[src/rtl/fb_writer_if.sv]
// Pixel stream and framebuffer write port of fb_writer.
// The pixel source and the write-side observer use the master view; the writer uses the slave view.
interface fb_writer_if #(
  parameter int DATA_WIDTH = 20,
  parameter int ADDR_WIDTH = 14
);

  // Incoming pixel stream
  logic [DATA_WIDTH-1:0] s_data;
  logic                  s_valid;
  logic                  s_sof;
  logic                  s_ready;

  // Framebuffer write port
  logic [DATA_WIDTH-1:0] wdata;
  logic [ADDR_WIDTH-1:0] waddr;
  logic                  we;

  modport master (
    output s_data,
    output s_valid,
    output s_sof,
    input  s_ready,
    input  wdata,
    input  waddr,
    input  we
  );

  modport slave (
    input  s_data,
    input  s_valid,
    input  s_sof,
    output s_ready,
    output wdata,
    output waddr,
    output we
  );

endinterface

[src/rtl/fb_writer.sv]
// Double-buffered framebuffer writer.
// Accepts a pixel stream framed by s_sof, writes each frame into the current
// write buffer, then waits for the display reader's frame_start before it
// swaps buffers and accepts the next frame.
module fb_writer #(
  parameter int DATA_WIDTH = 20,
  parameter int ADDR_WIDTH = 14,
  parameter int PIXELS     = 16384
) (
  input  logic        clk,
  input  logic        rst,
  fb_writer_if.slave  s,
  input  logic        frame_start,
  output logic        selection,
  output logic        swap_pending,
  output logic        frame_err,
  output logic [7:0]  frames_done
);

  typedef enum logic [1:0] {
    IDLE,
    WRITE,
    WAIT_SWAP
  } state_t;

  localparam logic [ADDR_WIDTH-1:0] LAST_ADDR = ADDR_WIDTH'(PIXELS - 1);
  localparam logic [ADDR_WIDTH-1:0] ONE_ADDR  = ADDR_WIDTH'(1);

  state_t                state_q, state_d;
  logic [ADDR_WIDTH-1:0] cnt_q, cnt_d;
  logic                  we_q, we_d;
  logic [ADDR_WIDTH-1:0] waddr_q, waddr_d;
  logic [DATA_WIDTH-1:0] wdata_q, wdata_d;
  logic                  err_q, err_d;
  logic                  sel_q, sel_d;
  logic [7:0]            frames_q, frames_d;

  logic                  ready;
  logic                  accept;

  // State register and registered write-port / status outputs
  always_ff @(posedge clk) begin
    if (rst) begin
      state_q  <= IDLE;
      cnt_q    <= '0;
      we_q     <= 1'b0;
      waddr_q  <= '0;
      wdata_q  <= '0;
      err_q    <= 1'b0;
      sel_q    <= 1'b0;
      frames_q <= '0;
    end else begin
      state_q  <= state_d;
      cnt_q    <= cnt_d;
      we_q     <= we_d;
      waddr_q  <= waddr_d;
      wdata_q  <= wdata_d;
      err_q    <= err_d;
      sel_q    <= sel_d;
      frames_q <= frames_d;
    end
  end

  // Next-state and next-write decode for each accepted beat
  always_comb begin
    state_d  = state_q;
    cnt_d    = cnt_q;
    we_d     = 1'b0;
    waddr_d  = waddr_q;
    wdata_d  = wdata_q;
    err_d    = 1'b0;
    sel_d    = sel_q;
    frames_d = frames_q;

    unique case (state_q)
      IDLE: begin
        if (accept) begin
          if (s.s_sof) begin
            we_d    = 1'b1;
            waddr_d = '0;
            wdata_d = s.s_data;
            cnt_d   = ONE_ADDR;
            state_d = WRITE;
          end else begin
            // Beat outside any frame: drop it and flag the framing error
            err_d = 1'b1;
          end
        end
      end

      WRITE: begin
        if (accept) begin
          we_d    = 1'b1;
          wdata_d = s.s_data;
          if (s.s_sof) begin
            // Early start of frame: restart the frame from pixel 0
            waddr_d = '0;
            cnt_d   = ONE_ADDR;
            err_d   = 1'b1;
          end else begin
            waddr_d = cnt_q;
            if (cnt_q == LAST_ADDR) begin
              cnt_d   = '0;
              state_d = WAIT_SWAP;
            end else begin
              cnt_d = cnt_q + ONE_ADDR;
            end
          end
        end
      end

      WAIT_SWAP: begin
        // Entered only on the edge after the last beat, so the swap can never
        // precede the commit of the final pixel into the old write buffer
        if (frame_start) begin
          sel_d    = ~sel_q;
          frames_d = frames_q + 8'd1;
          state_d  = IDLE;
        end
      end

      default: begin
        state_d = IDLE;
      end
    endcase
  end

  // Handshake and status outputs decoded from the current state
  always_comb begin
    ready        = ~rst && (state_q != WAIT_SWAP);
    accept       = s.s_valid && ready;
    swap_pending = (state_q == WAIT_SWAP);
  end

  assign s.s_ready   = ready;
  assign s.we        = we_q;
  assign s.waddr     = waddr_q;
  assign s.wdata     = wdata_q;
  assign selection   = sel_q;
  assign frame_err   = err_q;
  assign frames_done = frames_q;

endmodule

[src/flat_wrapper.sv]
// flat-port wrapper written by rule: the top's interface ports become plain ports
module fb_writer_flat 
#(
  parameter int DATA_WIDTH = 20,
  parameter int ADDR_WIDTH = 14,
  parameter int PIXELS     = 16384
)
  (clk, rst, frame_start, selection, swap_pending, frame_err, frames_done, s_s_data, s_s_valid, s_s_sof, s_s_ready, s_wdata, s_waddr, s_we);
  fb_writer_if #(.DATA_WIDTH(DATA_WIDTH), .ADDR_WIDTH(ADDR_WIDTH)) s_i ();
  input  logic clk;
  input  logic rst;
  input  logic frame_start;
  output logic selection;
  output logic swap_pending;
  output logic frame_err;
  output logic [7:0] frames_done;
  input wire logic [$bits(s_i.s_data)-1:0] s_s_data;
  input wire logic [$bits(s_i.s_valid)-1:0] s_s_valid;
  input wire logic [$bits(s_i.s_sof)-1:0] s_s_sof;
  output wire logic [$bits(s_i.s_ready)-1:0] s_s_ready;
  output wire logic [$bits(s_i.wdata)-1:0] s_wdata;
  output wire logic [$bits(s_i.waddr)-1:0] s_waddr;
  output wire logic [$bits(s_i.we)-1:0] s_we;
  assign s_i.s_data = s_s_data;
  assign s_i.s_valid = s_s_valid;
  assign s_i.s_sof = s_s_sof;
  assign s_s_ready = s_i.s_ready;
  assign s_wdata = s_i.wdata;
  assign s_waddr = s_i.waddr;
  assign s_we = s_i.we;
  fb_writer #(.DATA_WIDTH(DATA_WIDTH), .ADDR_WIDTH(ADDR_WIDTH), .PIXELS(PIXELS)) u_core (.clk(clk), .rst(rst), .s(s_i), .frame_start(frame_start), .selection(selection), .swap_pending(swap_pending), .frame_err(frame_err), .frames_done(frames_done));
endmodule
[config.mk]
export PLATFORM = sky130hd
export DESIGN_NAME = fb_writer_flat
export DESIGN_NICKNAME = d
export VERILOG_FILES = /design/src/rtl/fb_writer_if.sv /design/src/rtl/fb_writer.sv /design/src/flat_wrapper.sv
export SDC_FILE = /design/constraint.sdc
export NUM_CORES = 1
export LEC_CHECK = 0
export CAP_MARGIN = 20
export CORE_MARGIN = 2
export CORE_UTILIZATION = 40
export DETAILED_ROUTE_END_ITERATION = 16
export GPL_TIMING_DRIVEN = 0
export PLACE_DENSITY = 0.71
export SLEW_MARGIN = 20
export SYNTH_ARGS = -nofsm -noshare
export SYNTH_HDL_FRONTEND = slang
export SYNTH_SLANG_ARGS = --single-unit
[constraint.sdc]
create_clock -name clk -period 1.95 [get_ports clk]
set_input_delay 0.2925 -clock clk [delete_from_list [all_inputs] [get_ports clk]]
set_output_delay 0.2925 -clock clk [all_outputs]
set_load 0.1 [all_outputs]
==> impl_metrics.csv, run 1 <==
group,metric,value,unit
sta,finalClockSkew,0.0112,ns
power,power_density,784,nW/µm²
floorplan,dieWidth,84.0,µm
detailed_routing,drt-total-wl,6570,µm
grt,grt_use_total,0.188,
yosys,syn_nets,347,
yosys,synth.yosys.warnings,0,
final_layout,area_growth,43.2,%
yosys,yosys.area_share.simple,0.288,
detailed_routing,drtIter0Drc,158,
final_layout,num_antenna_cells,0,
sta,final.min_clock_period,1.89,ns
clock_tree,cts_sinks,61,
clock_tree,htree_levels,3,
grt,grt_pass1_vias,2345,
worst_setup_path,crit_type,"reg -> out",
yosys,syn-cell-area,2560,µm²
detailed_routing,drt_first_pass_iters,4,
sta,rsz0062_at_grt,"no",
worst_setup_path,cp.required,1.66,ns
worst_setup_path,crit_fanout,4,
sta,worst_pin_slew,0.977,ns
yosys,muxShareOfSynthArea,0.00391,
clock_tree,cts_tree,"built",
clock_tree,hold_buffers,0,
grt,gr-total-overflow,0,
final_layout,final_cell_mix,"68 x nand2_1, 56 x dfxtp_1, 44 x dlygate4sd2_1, 39 x a21oi_1, 24 x nand3_1",
sta,setup_viol,0,
final_layout,drive_gt1_frac,0.134,
power,power,2.88,mW
worst_setup_path,crit_chain,"dlygate4sd2_1",
yosys,synth-async-reset-ratio,0,
floorplan,start_util,0.408,
final_layout,nets,432,
worst_setup_path,worstPathArrival,1.60,ns
yosys,synth_cell_types,43,
worst_setup_path,cp_top_family,"buffers and inverters",
sta,fin_crit_sh,0.970,
yosys,synth_compound_area_frac,0.140,
floorplan,coreArea,6280,µm²
clock_tree,path_clk_slew,0.07,ns
final_layout,mostFrequentLayoutCell,"nand2_1",
yosys,netlist_instances,320,
yosys,ys_seq_area_frac,0.477,
place,globalplace.congestion,0.832,
yosys,synth_xor_area_frac,0.0308,
detailed_routing,routed-via-count,2530,
clock_tree,clockBufferDepth,2,
detailed_routing,drtAntennaViolNets,0,
flow_run,maxCapViolations,0,
place,hpwl,4520,µm
detailed_routing,wire_per_inst,13.5,µm
detailed_routing,drc_errors,0,
yosys,synth_edf_count,0,
worst_setup_path,path_buf_inv,1,
yosys,avgSynthCellArea,8.00,µm²
yosys,synth_adder_area_share,0.00977,
grt,antenna_found_initial,0,
yosys,synth_top_family_by_area,"simple AND/OR/NAND/NOR gates",
worst_setup_path,end_kind,"output pin",
worst_setup_path,startpoint_type,"flop",
grt,grt_max_degree,13,
worst_setup_path,slowest_delay,0.87,ns
clock_tree,numCtsBuffers,9,
worst_setup_path,cp_slowest_cell,"dlygate4sd2_1",
grt,grt_pass1_wl,10800,µm
place,port_buffers,70,
power,p_leak,1.46,nW
floorplan,die_area,7060,µm²
sta,hold_viol_final,0,
power,irDropWorstVdd,493,µV
final_layout,fin_util,0.584,
floorplan,io-pin-count,72,
clock_tree,cts_root_buf,"clkbuf_8",
status,outcome,"finished clean",
detailed_routing,via_per_inst,5.20,
floorplan,row_count,29,
floorplan,die_height,84.0,µm
hold_path,min_path_type,"in -> reg",
clock_tree,clock_latency,0.35,ns
yosys,synth-main-ff-cell,"dfxtp_1",
sta,finalMaxSlewViolations,0,
sta,slew_headroom,0.351,
sta,fmax,0.529,GHz
yosys,ys_seq_elements,61,
## cells by family (layout without fill, tap and decap cells)
| kind of cell | count (synthesis) | count (layout) |
|---|---|---|
| muxes | 1 | 1 |
| DFF | 61 | 61 |
| adders and majority gates | 2 | 2 |
| AOI/OAI and AO/OA | 62 | 62 |
| buffers and inverters | 30 | 120 |
| xor gates and xnor gates | 9 | 9 |
| and+or+nand+nor | 155 | 155 |
## layer usage
metal | GRT usage | vias up | share of wire
met5 | 0 | - | 0
met4 | 0.0821 | 0 | 0.011
met3 | 0.0485 | 6 | 0.055
met2 | 0.293 | 69 | 0.48
met1 | 0.246 | 1170 | 0.45
li1 | - | 1285 | -
## worst min-delay path, cell delays in order
cell and delay [ns]:
buf_6 0.10, nor2_1 0.04, nand4_1 0.07, o311ai_1 0.08
## through the flow
stage / instance area, µm² / hold WS, ns / cells / setup TNS, ns / setup slack [ns]
2_1_floorplan: 2580 / 0.429 / 320 / 0 / 0.0277
3_3_place_gp: 3370 / 0.440 / 467 / -23.02 / -0.626
3_5_place_dp: 3370 / 0.444 / 467 / -22.85 / -0.637
4_1_cts: 3620 / 0.297 / 484 / 0 / 0.00188
5_1_grt: 3670 / 0.308 / 487 / 0 / 0.00103
6_report: 3670 / 0.295 / 487 / 0 / 0.0583
## state kept, by name, summed over array words and instances, names as in the netlist
| signal | flops |
|---|---|
| u_core.frames_done | 8 |
| u_core.frame_err | 1 |
| u_core.s.waddr | 14 |
| u_core.cnt_q | 14 |
| u_core.state_q | 2 |
| u_core.selection | 1 |
| u_core.s.we | 1 |
| u_core.s.wdata | 20 |
## synthesized netlist by cell type (2+ instances only)
master	n	area (µm²)
nand3_1	25	125
xnor2_1	2	17.5
nand4_1	13	81.3
a211oi_1	3	22.5
nor3_1	5	25.0
nand4b_1	2	17.5
buf_2	8	40.0
dfxtp_1	61	1220
a31oi_1	6	37.5
xor2_1	7	61.3
or4_1	4	30.0
nand2_1	68	255
a21oi_1	39	195
nand2b_1	2	12.5
inv_1	5	18.8
o21ai_0	5	25.0
and3_1	2	12.5
nor4_1	3	18.8
clkbuf_1	14	52.6
ha_1	2	25.0
nor2_1	22	82.6
## final timing paths
| kind | startpoint | to | cells after the start | slack, ns |
|---|---|---|---|---|
| max | u_core.frames_done[5]$_SDFFE_PP0P_ | frames_done[5] | 1 | 0.06 |
| min reg2reg | u_core.s.waddr[2]$_SDFFE_PP0P_ | u_core.s.waddr[2]$_SDFFE_PP0P_ | 2 | 0.45 |
| max reg2reg | u_core.state_q[1]$_SDFFE_PP0P_ | u_core.cnt_q[13]$_SDFFE_PP0P_ | 5 | 0.07 |
| min | rst | u_core.cnt_q[10]$_SDFFE_PP0P_ | 4 | 0.30 |
## repair_timing
item	in CTS	in global routing
pin swaps	0	2
gates cloned	0	0
resized for setup	73	18
buffers inserted	1	3
endpoints found under the setup margin	96	46
## layout make-up
cell class / instances / area, µm²
Fill cell: 603 / 2610
Multi-Input combinational cell: 229 / 1270
Sequential cell: 61 / 1230
Timing Repair Buffer: 74 / 668
Buffer: 24 / 159
Clock buffer: 9 / 124
Clock inverter: 7 / 97.6
Tap cell: 77 / 96.3
Inverter: 6 / 22.5
## power breakdown
part           internal (mW)  total [mW]  switching, mW
Combinational          0.101       0.342          0.240
Clock                  0.723        1.26          0.533
Sequential              1.26        1.28         0.0130
Power figures use the tool's default switching activity.
==> inputs of run 2 (changes only) <==
--- a/config.mk
+++ b/config.mk
@@ -5,6 +5,7 @@
 export SDC_FILE = /design/constraint.sdc
 export NUM_CORES = 1
 export LEC_CHECK = 0
+export ABC_AREA = 0
 export CAP_MARGIN = 20
 export CORE_MARGIN = 2
 export CORE_UTILIZATION = 40
==> results of run 2 <==
The final DEF is identical to that of run 1; final timing and power are the same.
==> inputs of run 3 (changes only) <==
--- a/config.mk
+++ b/config.mk
@@ -11,6 +11,7 @@
 export CORE_UTILIZATION = 40
 export DETAILED_ROUTE_END_ITERATION = 16
 export GPL_TIMING_DRIVEN = 0
+export HOLD_SLACK_MARGIN = 0.12
 export PLACE_DENSITY = 0.71
 export SLEW_MARGIN = 20
 export SYNTH_ARGS = -nofsm -noshare
==> results of run 3 <==
The final DEF is identical to that of run 1; final timing and power are the same.
